## config.mk

```make
export PLATFORM = sky130hd
export DESIGN_NAME = mem_arbiter
export DESIGN_NICKNAME = d
export VERILOG_FILES = /design/src/rtl/cpu_mem_pkg.sv /design/src/rtl/starve_counter.sv /design/src/rtl/mem_arbiter.sv
export SDC_FILE = /design/constraint.sdc
export NUM_CORES = 1
export LEC_CHECK = 0
export BUFFER_PORTS_ARGS = -buffer_cell sky130_fd_sc_hd__buf_2
export CAP_MARGIN = 30
export CELL_PAD_IN_SITES_DETAIL_PLACEMENT = 0
export CELL_PAD_IN_SITES_GLOBAL_PLACEMENT = 1
export CORE_AREA = 2 2 107 109
export DETAILED_ROUTE_END_ITERATION = 8
export DIE_AREA = 0 0 109 111
export GPL_TIMING_DRIVEN = 0
export PLACE_DENSITY = 0.88
export SLEW_MARGIN = 0
export SYNTH_ARGS = -nofsm -noshare
export SYNTH_HDL_FRONTEND = slang
export SYNTH_SLANG_ARGS = --single-unit
```

## constraint.sdc

```tcl
create_clock -name clk -period 2.7 [get_ports clk]
set_input_delay 0 -clock clk [delete_from_list [all_inputs] [get_ports clk]]
set_output_delay 0 -clock clk [all_outputs]
set_load 0.1 [all_outputs]
```

## src/rtl/cpu_mem_pkg.sv

```systemverilog
// Shared types and constants for the instruction/data memory arbiter.
package cpu_mem_pkg;

  localparam int unsigned ADDR_W             = 32;
  localparam int unsigned DATA_W             = 32;
  localparam int unsigned STRB_W             = DATA_W / 8;
  localparam int unsigned STARVE_MAX_DEFAULT = 4;

  // Which port owns the SRAM response returning next cycle.
  typedef enum logic [1:0] {
    OWNER_NONE = 2'd0,
    OWNER_INST = 2'd1,
    OWNER_DATA = 2'd2
  } resp_owner_e;

  // One SRAM access as driven onto the shared port.
  typedef struct packed {
    logic              en;
    logic [STRB_W-1:0] wen;
    logic [ADDR_W-1:0] addr;
    logic [DATA_W-1:0] wdata;
  } sram_req_t;

  // Counter width able to hold 0..max (at least one bit).
  function automatic int unsigned cnt_width(input int unsigned max);
    return (max < 1) ? 1 : $clog2(max + 1);
  endfunction

endpackage

```

## src/rtl/starve_counter.sv

```systemverilog
// Saturating up-counter with synchronous clear; counts data grants a fetch has waited through.
module starve_counter #(
  parameter int unsigned MAX = 4,
  parameter int unsigned W   = 3
) (
  input  logic         clk,
  input  logic         rst,
  input  logic         inc,
  input  logic         clr,
  output logic [W-1:0] cnt,
  output logic         at_max_c
);

  logic [W-1:0] cnt_q;
  logic [W-1:0] cnt_d;

  // Next count: clear dominates, increment holds at MAX.
  always_comb begin
    cnt_d = cnt_q;
    if (clr) begin
      cnt_d = '0;
    end else if (inc && (cnt_q != W'(MAX))) begin
      cnt_d = cnt_q + W'(1);
    end
  end

  // Count register.
  always_ff @(posedge clk or posedge rst) begin
    if (rst) begin
      cnt_q <= '0;
    end else begin
      cnt_q <= cnt_d;
    end
  end

  assign cnt      = cnt_q;
  assign at_max_c = (cnt_q == W'(MAX));

endmodule

```

## src/rtl/mem_arbiter.sv

```systemverilog
// Arbitrates fetch and data ports onto one single-cycle-latency SRAM, data first with starvation guard.
module mem_arbiter
  import cpu_mem_pkg::*;
#(
  parameter int unsigned STARVE_MAX = STARVE_MAX_DEFAULT
) (
  input  logic              clk,
  input  logic              rst,
  // fetch port
  input  logic              i_req,
  input  logic [ADDR_W-1:0] i_addr,
  input  logic              i_cancel,
  output logic              i_addr_ok,
  output logic              i_data_ok,
  output logic [DATA_W-1:0] i_rdata,
  // data port
  input  logic              d_req,
  input  logic              d_wr,
  input  logic [STRB_W-1:0] d_wstrb,
  input  logic [ADDR_W-1:0] d_addr,
  input  logic [DATA_W-1:0] d_wdata,
  output logic              d_addr_ok,
  output logic              d_data_ok,
  output logic [DATA_W-1:0] d_rdata,
  // shared SRAM
  output logic              sram_en,
  output logic [STRB_W-1:0] sram_wen,
  output logic [ADDR_W-1:0] sram_addr,
  output logic [DATA_W-1:0] sram_wdata,
  input  logic [DATA_W-1:0] sram_rdata
);

  localparam int unsigned CNT_W = cnt_width(STARVE_MAX);

  logic              grant_i_c;
  logic              grant_d_c;
  logic              starve_inc_c;
  logic              starve_clr_c;
  logic              starve_at_max_c;
  logic [CNT_W-1:0]  starve_cnt;
  sram_req_t         sram_c;

  resp_owner_e       resp_owner_q;
  resp_owner_e       resp_owner_d;
  logic              cancel_q;
  logic              cancel_d;

  // Grant decision: data wins unless the fetch has waited STARVE_MAX data grants.
  always_comb begin
    grant_i_c = 1'b0;
    grant_d_c = 1'b0;
    if (!rst) begin
      if (i_req && (!d_req || starve_at_max_c)) begin
        grant_i_c = 1'b1;
      end else if (d_req) begin
        grant_d_c = 1'b1;
      end
    end
  end

  // Starvation bookkeeping only advances while a fetch is actually waiting.
  always_comb begin
    starve_inc_c = grant_d_c && i_req;
    starve_clr_c = grant_i_c || !i_req;
  end

  starve_counter #(
    .MAX (STARVE_MAX),
    .W   (CNT_W)
  ) u_starve_counter (
    .clk      (clk),
    .rst      (rst),
    .inc      (starve_inc_c),
    .clr      (starve_clr_c),
    .cnt      (starve_cnt),
    .at_max_c (starve_at_max_c)
  );

  // SRAM request mux; idle cycles drive all zeros.
  always_comb begin
    sram_c = '0;
    if (grant_i_c) begin
      sram_c.en   = 1'b1;
      sram_c.addr = i_addr;
    end else if (grant_d_c) begin
      sram_c.en    = 1'b1;
      sram_c.addr  = d_addr;
      sram_c.wdata = d_wdata;
      sram_c.wen   = d_wr ? d_wstrb : '0;
    end
  end

  // Response owner and cancel mark for the access issued this cycle.
  always_comb begin
    resp_owner_d = OWNER_NONE;
    cancel_d     = 1'b0;
    if (grant_i_c) begin
      resp_owner_d = OWNER_INST;
      cancel_d     = i_cancel;
    end else if (grant_d_c) begin
      resp_owner_d = OWNER_DATA;
    end
  end

  // Response tracking registers; reset drops any in-flight response.
  always_ff @(posedge clk or posedge rst) begin
    if (rst) begin
      resp_owner_q <= OWNER_NONE;
      cancel_q     <= 1'b0;
    end else begin
      resp_owner_q <= resp_owner_d;
      cancel_q     <= cancel_d;
    end
  end

  assign i_addr_ok  = grant_i_c;
  assign d_addr_ok  = grant_d_c;

  assign sram_en    = sram_c.en;
  assign sram_wen   = sram_c.wen;
  assign sram_addr  = sram_c.addr;
  assign sram_wdata = sram_c.wdata;

  assign i_data_ok  = (resp_owner_q == OWNER_INST) && !cancel_q;
  assign d_data_ok  = (resp_owner_q == OWNER_DATA);
  assign i_rdata    = i_data_ok ? sram_rdata : '0;
  assign d_rdata    = d_data_ok ? sram_rdata : '0;

endmodule

```

==> impl_metrics.env <==
export IMPL_drt_iter0_markers=83
export IMPL_rsz0062_at_grt="no"
export IMPL_path_cells="inv_1, ha_1, a21boi_2, nor3b_4, buf_6, a22o_1, buf_2"
export IMPL_grt_pass1_vias=2112
export IMPL_fin_setup_tns_ps=0
export IMPL_grt_use_total_pct=12.3
export IMPL_mostFrequentLayoutCells="buf_2, and2_1, a22o_1"
export IMPL_worstMarginPinSlew_ps=748
export IMPL_antenna_found_initial=6
export IMPL_htreeDepth=1
export IMPL_cts_tree="done"
export IMPL_synth_seq_cells=6
export IMPL_drive_above_1_share_pct=63.7
export IMPL_place_hpwl_mm=7.47
export IMPL_cp_num_buf_inv=3
export IMPL_critPathCaptureType="primary output"
export IMPL_layout_cells_most_common="buf_2"
export IMPL_synth_cell_types=25
export IMPL_viasPerCell=3.88
export IMPL_critical_path_class="register to primary output"
export IMPL_setup_viol=0
export IMPL_routabilityCongestion=0.797
export IMPL_die_h_um=111
export IMPL_async_flop_share_pct=100
export IMPL_fmax_mhz=420
export IMPL_p_leak_uw=0.00192
export IMPL_synth_ff_type="dfrtp_1"
export IMPL_crit_fanout=10
export IMPL_clk_pin_slew_ps=30
export IMPL_finalHoldViolCount=1
export IMPL_final_max_slew_viol_count=0
export IMPL_grt_pass1_wl_mm=11.2
export IMPL_core_mm2=0.0111
export IMPL_skew_ps=0.330
export IMPL_start_util_pct=12.2
export IMPL_io_buffers=274
export IMPL_yosysSeqAreaShare_pct=11.1
export IMPL_slew_headroom_pct=50.0
export IMPL_worstPathArrival_ps=2380
export IMPL_holdBufCountCts=1
export IMPL_min_path_type="primary input to register"
export IMPL_fin_crit_ps=2380
export IMPL_power_density_mw_per_mm2=421
export IMPL_syn_nets=319
export IMPL_cts_sinks=6
export IMPL_post_cts_resized=0
export IMPL_cts_setup_buffers=0
export IMPL_slowest_delay_ps=450
export IMPL_synth_edff_count=0
export IMPL_start_kind="register"
export IMPL_clk_latency_ps=230
export IMPL_root_buffer="clkbuf_16"
export IMPL_finalCritPeriodShare_pct=88.1
export IMPL_overflow=0
export IMPL_rrSetupSlack_ps=930
export IMPL_status="complete, but fails checks"
export IMPL_die_w_um=109
export IMPL_ant_nets=0
export IMPL_hold_worst_slack_ps=-8.68
export IMPL_final_nets=599
export IMPL_grt_max_degree=12
export IMPL_syn_area_mm2=0.00136
export IMPL_num_vias=2345
export IMPL_fillCellCount=1257
export IMPL_violations="negative hold slack"
export IMPL_drt_total_wl_mm=8.21
export IMPL_drv_cap=0
export IMPL_fp_row_count=39
export IMPL_avgSynthCellArea_um2=7.57
export IMPL_area_growth_pct=121
export IMPL_cp_top_family="buffers and inverters"
export IMPL_io_pins=275
export IMPL_cts_buffers=3
export IMPL_max_vdd_ir_drop_uv=199
export IMPL_wl_per_cell_um=13.6
export IMPL_drc=0
export IMPL_crit_required_ps=2700
export IMPL_cts_max_path_buffers=2
export IMPL_syn_inst=179
export IMPL_dr_pass1_iters=4
export IMPL_dieArea_mm2=0.0121
export IMPL_yosysWarnings=0
export IMPL_crit_slowest_cell="nor3b_4"
## state kept, by name, summed over array words and instances, names as in the netlist
register,cells
resp_owner_q,2
u_starve_counter.cnt,3
cancel_q,1
## synth_stat cells (2+ instances only)
library cell | count | area (um^2)
a21boi_0 | 3 | 22.5
inv_1 | 3 | 11.3
clkbuf_1 | 7 | 26.3
ha_1 | 2 | 25.0
nand2_1 | 2 | 7.51
nor2_1 | 2 | 7.51
and2_1 | 97 | 607
and3_1 | 4 | 25.0
nor3b_1 | 2 | 15.0
dfrtp_1 | 6 | 150
buf_6 | 4 | 45.0
buf_2 | 3 | 15.0
a22o_1 | 32 | 280
## through the flow
step | util, % | instance area (um^2) | setup slack (ps) | power, uW | std cells
final | 27.1 | 3000 | 321 | 1260 | 604
after global routing | 27.0 | 2990 | 155 | 1310 | 601
after CTS | 27.0 | 2990 | 283 | 1270 | 600
after detailed placement | 26.2 | 2910 | 545 | 1020 | 596
after global placement | 26.2 | 2910 | 497 | 1020 | 596
after floorplan | - | 1360 | 90.6 | 817 | 179
## power by group
| group | total [uW] | internal [uW] | switching [uW] |
|---|---|---|---|
| Combinational | 924 | 187 | 737 |
| Sequential | 95.2 | 93.3 | 1.90 |
| Clock | 242 | 190 | 52.0 |
| Total | 1260 | 470 | 791 |
## cells by family (layout without fill, tap and decap cells)
group	count (synthesis)	after routing	synth area share [%]
simple gates	112	112	52.7
compound gates	40	40	26.2
other cells	0	4	0
buf+inv	19	297	8.13
flops	6	6	11.1
fa+ha+maj	2	2	1.85
## path summary, 6_finish.rpt
path                                                       end                                 from  cells after the start
max                                               sram_addr[8]  u_starve_counter.cnt[0]$_DFFE_PP0P_                      7
min                                         cancel_q$_DFF_PP0_                             i_cancel                      2
max reg2reg                                 cancel_q$_DFF_PP0_  u_starve_counter.cnt[0]$_DFFE_PP0P_                      6
min reg2reg                u_starve_counter.cnt[1]$_DFFE_PP0P_  u_starve_counter.cnt[1]$_DFFE_PP0P_                      2
max in group asynchronous  u_starve_counter.cnt[2]$_DFFE_PP0P_                                  rst                      3
min in group asynchronous  u_starve_counter.cnt[1]$_DFFE_PP0P_                                  rst                      3
## metal layers
| metal | global-route usage (%) | up-vias | routed length (um) | part of all wire (%) |
|---|---|---|---|---|
| li1 | - | 1171 | - | - |
| met1 | 13.9 | 991 | 3210 | 39 |
| met2 | 21.6 | 173 | 3790 | 46 |
| met3 | 5.41 | 8 | 1140 | 14 |
| met4 | 1.54 | 2 | 59 | 0.72 |
| met5 | 0 | - | 13 | 0.16 |
## layout make-up
type | instances | area, um^2 | share of cell area (%)
diodes | 4 | 10.0 | 0.334
plain buffers | 16 | 98.8 | 3.29
well taps | 143 | 179 | 5.96
flip-flops and latches | 6 | 150 | 5.00
inverters | 3 | 11.3 | 0.375
multi-input cells | 154 | 1090 | 36.5
repair buffers | 275 | 1380 | 46.0
clock buffers | 3 | 75.1 | 2.50
(Power assumes the default switching activity.)
